<file path="config.mk">
export PLATFORM = sky130hd
export DESIGN_NAME = pid_controller_core
export DESIGN_NICKNAME = d
export VERILOG_FILES = /design/src/rtl/pid_pkg.sv /design/src/rtl/pid_q88_mul.sv /design/src/rtl/pid_controller_core.sv
export SDC_FILE = /design/constraint.sdc
export NUM_CORES = 2
export LEC_CHECK = 0
export ABC_CLOCK_PERIOD_IN_PS = 27200
export CAP_MARGIN = 20
export CORE_MARGIN = 10
export CORE_UTILIZATION = 25
export DETAILED_ROUTE_END_ITERATION = 6
export HOLD_SLACK_MARGIN = 0.05
export SETUP_SLACK_MARGIN = 0.5
export SYNTH_ARGS = -nofsm -noshare
export SYNTH_HDL_FRONTEND = slang
export SYNTH_SLANG_ARGS = --single-unit
</file>
<file path="constraint.sdc">
create_clock -name clk -period 27.2 [get_ports clk]
set_input_delay 2.72 -clock clk [delete_from_list [all_inputs] [get_ports clk]]
set_output_delay 2.72 -clock clk [all_outputs]
set_load 0.01 [all_outputs]
</file>
<file path="src/rtl/pid_pkg.sv">
// Shared Q8.8 fixed-point constants and saturation helper for the PID controller.
package pid_pkg;

    localparam int unsigned FRAC_BITS = 8;
    localparam int unsigned Q_W       = 16;
    localparam logic signed [15:0] Q_MAX = 16'sh7FFF;
    localparam logic signed [15:0] Q_MIN = 16'sh8000;

    // Callers sign-extend any narrower signed value to 64 bits before saturating.
    function automatic logic signed [15:0] sat16(input logic signed [63:0] v);
        if (v > 64'(Q_MAX)) begin
            return Q_MAX;
        end else if (v < 64'(Q_MIN)) begin
            return Q_MIN;
        end
        return 16'(v);
    endfunction

endpackage

</file>
<file path="src/rtl/pid_q88_mul.sv">
// Signed Q8.8 multiply: full-precision product, floor-shifted back to Q8.8 in 32 bits.
module pid_q88_mul
    import pid_pkg::*;
#(
    parameter int unsigned B_W = 16
) (
    input  logic signed [15:0]    a,
    input  logic signed [B_W-1:0] b,
    output logic signed [31:0]    y
);

    localparam int unsigned PROD_W = 16 + B_W;

    logic signed [PROD_W-1:0] prod;

    assign prod = PROD_W'(a) * PROD_W'(b);
    assign y    = 32'(prod >>> FRAC_BITS);

endmodule

</file>
<file path="src/rtl/pid_controller_core.sv">
// Single-cycle Q8.8 PID controller with clamped integrator and saturated output.
module pid_controller_core
    import pid_pkg::*;
#(
    parameter int INT_LIMIT = 32767
) (
    input  logic        clk,
    input  logic        rst,
    input  logic        enable,
    input  logic [15:0] setpoint,
    input  logic [15:0] feedback,
    input  logic [15:0] kp,
    input  logic [15:0] ki,
    input  logic [15:0] kd,
    output logic [15:0] pid_out
);

    localparam int unsigned SUM_W = 34;
    localparam logic signed [SUM_W-1:0] LIM_POS = SUM_W'(INT_LIMIT);
    localparam logic signed [SUM_W-1:0] LIM_NEG = -LIM_POS;

    logic signed [16:0]      err_wide;
    logic signed [15:0]      error;
    logic signed [15:0]      prev_error;
    logic signed [17:0]      err_diff;
    logic signed [31:0]      integral_acc;
    logic signed [31:0]      p_term;
    logic signed [31:0]      i_step;
    logic signed [31:0]      d_term;
    logic signed [SUM_W-1:0] acc_sum;
    logic signed [SUM_W-1:0] acc_next;
    logic signed [SUM_W-1:0] pid_sum;

    assign err_wide = 17'($signed(setpoint)) - 17'($signed(feedback));
    assign error    = sat16(64'(err_wide));
    assign err_diff = 18'(error) - 18'(prev_error);

    pid_q88_mul #(.B_W(16)) u_mul_p (.a($signed(kp)), .b(error),    .y(p_term));
    pid_q88_mul #(.B_W(16)) u_mul_i (.a($signed(ki)), .b(error),    .y(i_step));
    pid_q88_mul #(.B_W(18)) u_mul_d (.a($signed(kd)), .b(err_diff), .y(d_term));

    // Anti-windup: the integrator never leaves [-INT_LIMIT, INT_LIMIT].
    always_comb begin
        acc_sum  = SUM_W'(integral_acc) + SUM_W'(i_step);
        acc_next = acc_sum;
        if (acc_sum > LIM_POS) begin
            acc_next = LIM_POS;
        end else if (acc_sum < LIM_NEG) begin
            acc_next = LIM_NEG;
        end
    end

    assign pid_sum = SUM_W'(p_term) + acc_next + SUM_W'(d_term);

    // Disable clears all state so a re-enable starts with no history.
    always_ff @(posedge clk) begin
        if (rst || !enable) begin
            pid_out      <= '0;
            integral_acc <= '0;
            prev_error   <= '0;
        end else begin
            pid_out      <= sat16(64'(pid_sum));
            integral_acc <= 32'(acc_next);
            prev_error   <= error;
        end
    end

endmodule

</file>
==> impl_metrics.csv <==
group,metric,value,unit
run_status,status,"finished clean",
place,routabilityCongestion,0.8855,
global_routing,grt_usage,12.29,%
sta,skew,0.02151,ns
synth,ys_seq_area_share,3.489,%
sta,whs,0.7031,ns
floorplan,die_w,403.2,um
clocking,cts_max_level,3,
floorplan,core_area,145700,um^2
layout,multi_input_area,31450,um^2
routing,vias_per_cell,4.467,
sta,finalMaxSlewViolations,0,
layout,drive_above_1_share,3.284,%
synth,ys_types,68,
clocking,clock-sinks,64,
layout,fillCellCount,15532,
synth,synth.most_common_cell,"inv_1",
sta,timing.final.crit_period,20.77,ns
clocking,postCtsHoldBufs,0,
floorplan,start_util,25.19,%
synth,synth_fp_nets,5387,
sta,slew_headroom,30.62,%
global_routing,overflow,0,
synth,ys_ff_latch,64,
routing,firstDrtPassIters,5,
floorplan,ioPinCount,99,
floorplan,rows,140,
place,numPortBuffers,98,
sta,finalHoldViolCount,0,
routing,vias,27068,
clocking,cts_tree,"built",
global_routing,antenna_found_initial,10,
global_routing,grt_pass1_wl,161300,um
sta,max_freq,0.04815,GHz
clocking,cts_buffers,9,
clocking,cts.repair.resized,0,
synth,synthFlopType,"dfxtp_1",
global_routing,grt_max_degree,47,
setup_path,worstPathMaxFanout,32,
synth,synth-async-reset-ratio,0,%
place,dpl.hpwl,82300,um
clocking,post-cts-setup-buffers,0,
flow_run,drv_cap,0,
synth,yosys-top-cells-count,"inv_1, fa_1, nand2_1, ha_1, and2_1",
synth,synth.avg_cell_area,8.884,um^2
synth,synth_cells,4133,
setup_path,startpoint_type,"primary input",
synth,yosysTopAreaCell,"fa_1",
synth,ys_top_cells_by_area,"fa_1, ha_1, inv_1",
global_routing,grt_pass1_vias,29205,
layout,layoutNonFillerInstCount,6059,
place,pre_cts_ws,5.979,ns
place,dp_cells,6041,
clocking,clockBufferDepth,2,
sta,finalSetupTns,0,ns
setup_path,crit_required,27.41,ns
sta,rsz0062_at_grt,"no",
clocking,clk_latency,0.37,ns
layout,regArea,1281,um^2
routing,post-route-drc-count,0,
sta,fin_crit_sh,76.36,%
sta,worstMarginPinSlew,1.036,ns
routing,drt_wl_total,98980,um
synth,syn_area,36720,um^2
routing,postRouteAntennaNets,0,
clocking,path_clk_slew,0.07,ns
sta,layout_setup_ws,6.430,ns
min_path,min_path_type,"reg2reg",
floorplan,die_h,403.2,um
routing,drtIter0Drc,1309,
layout,area_delta_synth_final,9.725,%
setup_path,slowest_delay,0.76,ns
synth,synth_top_cell_area_share,45.47,%
synth,synth-warning-count,0,
clocking,root_buffer,"clkbuf_16",
setup_path,critPathCaptureType,"register",
layout,final_nets,5390,
floorplan,die_area,162600,um^2
synth,synth_edf_count,0,
routing,wire_per_inst,16.34,um
setup_path,crit_slowest_cell,"xnor2_1",
setup_path,critPathKind,"in2reg",
sta,setup_viol_count_final,0,
setup_path,crit_arrival,20.98,ns
==> placed cells by master (no fill, tap or decap), types with 7 or more instances in the layout <==
cell / n
or3_1: 11
a21o_1: 53
xor2_1: 52
buf_4: 43
o21ai_1: 7
and2_1: 332
nand4_1: 21
clkdlybuf4s50_1: 98
nor4_1: 13
o21ai_0: 90
nand2_1: 459
fa_1: 834
ha_1: 337
nor2_1: 113
and3_1: 28
nor2b_1: 47
a21oi_1: 132
or2_2: 42
nor3_1: 25
nand2b_1: 49
a211oi_1: 13
o21a_1: 30
o21bai_1: 17
clkbuf_16: 9
o211a_1: 11
inv_1: 935
nand3_1: 31
a31oi_1: 18
a21boi_0: 8
xnor2_1: 111
o22ai_1: 8
dfxtp_1: 64
==> final timing paths <==
check	from	endpoint	slack, ns	depth (start not counted)
worst min-delay path	integral_acc[0]$_SDFF_PP0_	integral_acc[0]$_SDFF_PP0_	0.70	3
worst min register to register	integral_acc[0]$_SDFF_PP0_	integral_acc[0]$_SDFF_PP0_	0.70	3
worst max-delay path	feedback[1]	pid_out[10]$_SDFF_PP0_	6.43	63
worst max register to register	prev_error[1]$_SDFF_PP0_	pid_out[10]$_SDFF_PP0_	13.97	50
==> area by class of cell <==
type,count,area share (%)
timing repair buffer,141,3.236
tap,1917,5.953
inverter,935,8.711
antenna,1,0.006211
clock buffer,11,0.6273
sequential,64,3.180
multi-input combinational,2985,78.07
clock inverter,5,0.2143
==> flip-flops by register name (all words and copies together) (netlist names) <==
signal and flops:
integral_acc 32, pid_out 16, prev_error 16
==> through the flow <==
step / utilization [%] / cell area (um^2)
floorplan: - / 36720
finish: 27.64 / 40290
CTS: 27.64 / 40280
global placement: 27.40 / 39940
global route: 27.64 / 40290
detailed placement: 27.40 / 39940
==> per-layer routing <==
layer  wire (um)  vias up  share of wire, %  GRT usage, %
met5         129        -              0.13             0
met4        1830       18               1.8         2.370
met3        5633      115               5.7         1.915
met2       47390      692                48         21.30
met1       43990    13763                44         16.15
li1            -    12480                 -             -
==> worst max-delay path, delay by kind of cell <==
kind                     cells  cell delay, ns
AO/OA/AOI/OAI               28            8.10
adder cells (fa/ha/maj)     12            5.14
AND/OR/NAND/NOR             15            2.93
buffers and inverters        6            1.09
XOR/XNOR                     2            0.94
==> logic make-up after synthesis <==
kind of cell | synth area share (%)
adders and majority gates | 56.95
muxes | 0.2079
AOI/OAI and AO/OA | 7.851
and+or+nand+nor | 16.38
xor gates and xnor gates | 3.983
buffers and inverters | 11.13
DFF | 3.489
Power is not shown: default switching activity piles up to over one toggle a cycle in this logic, so the estimate is an artifact.
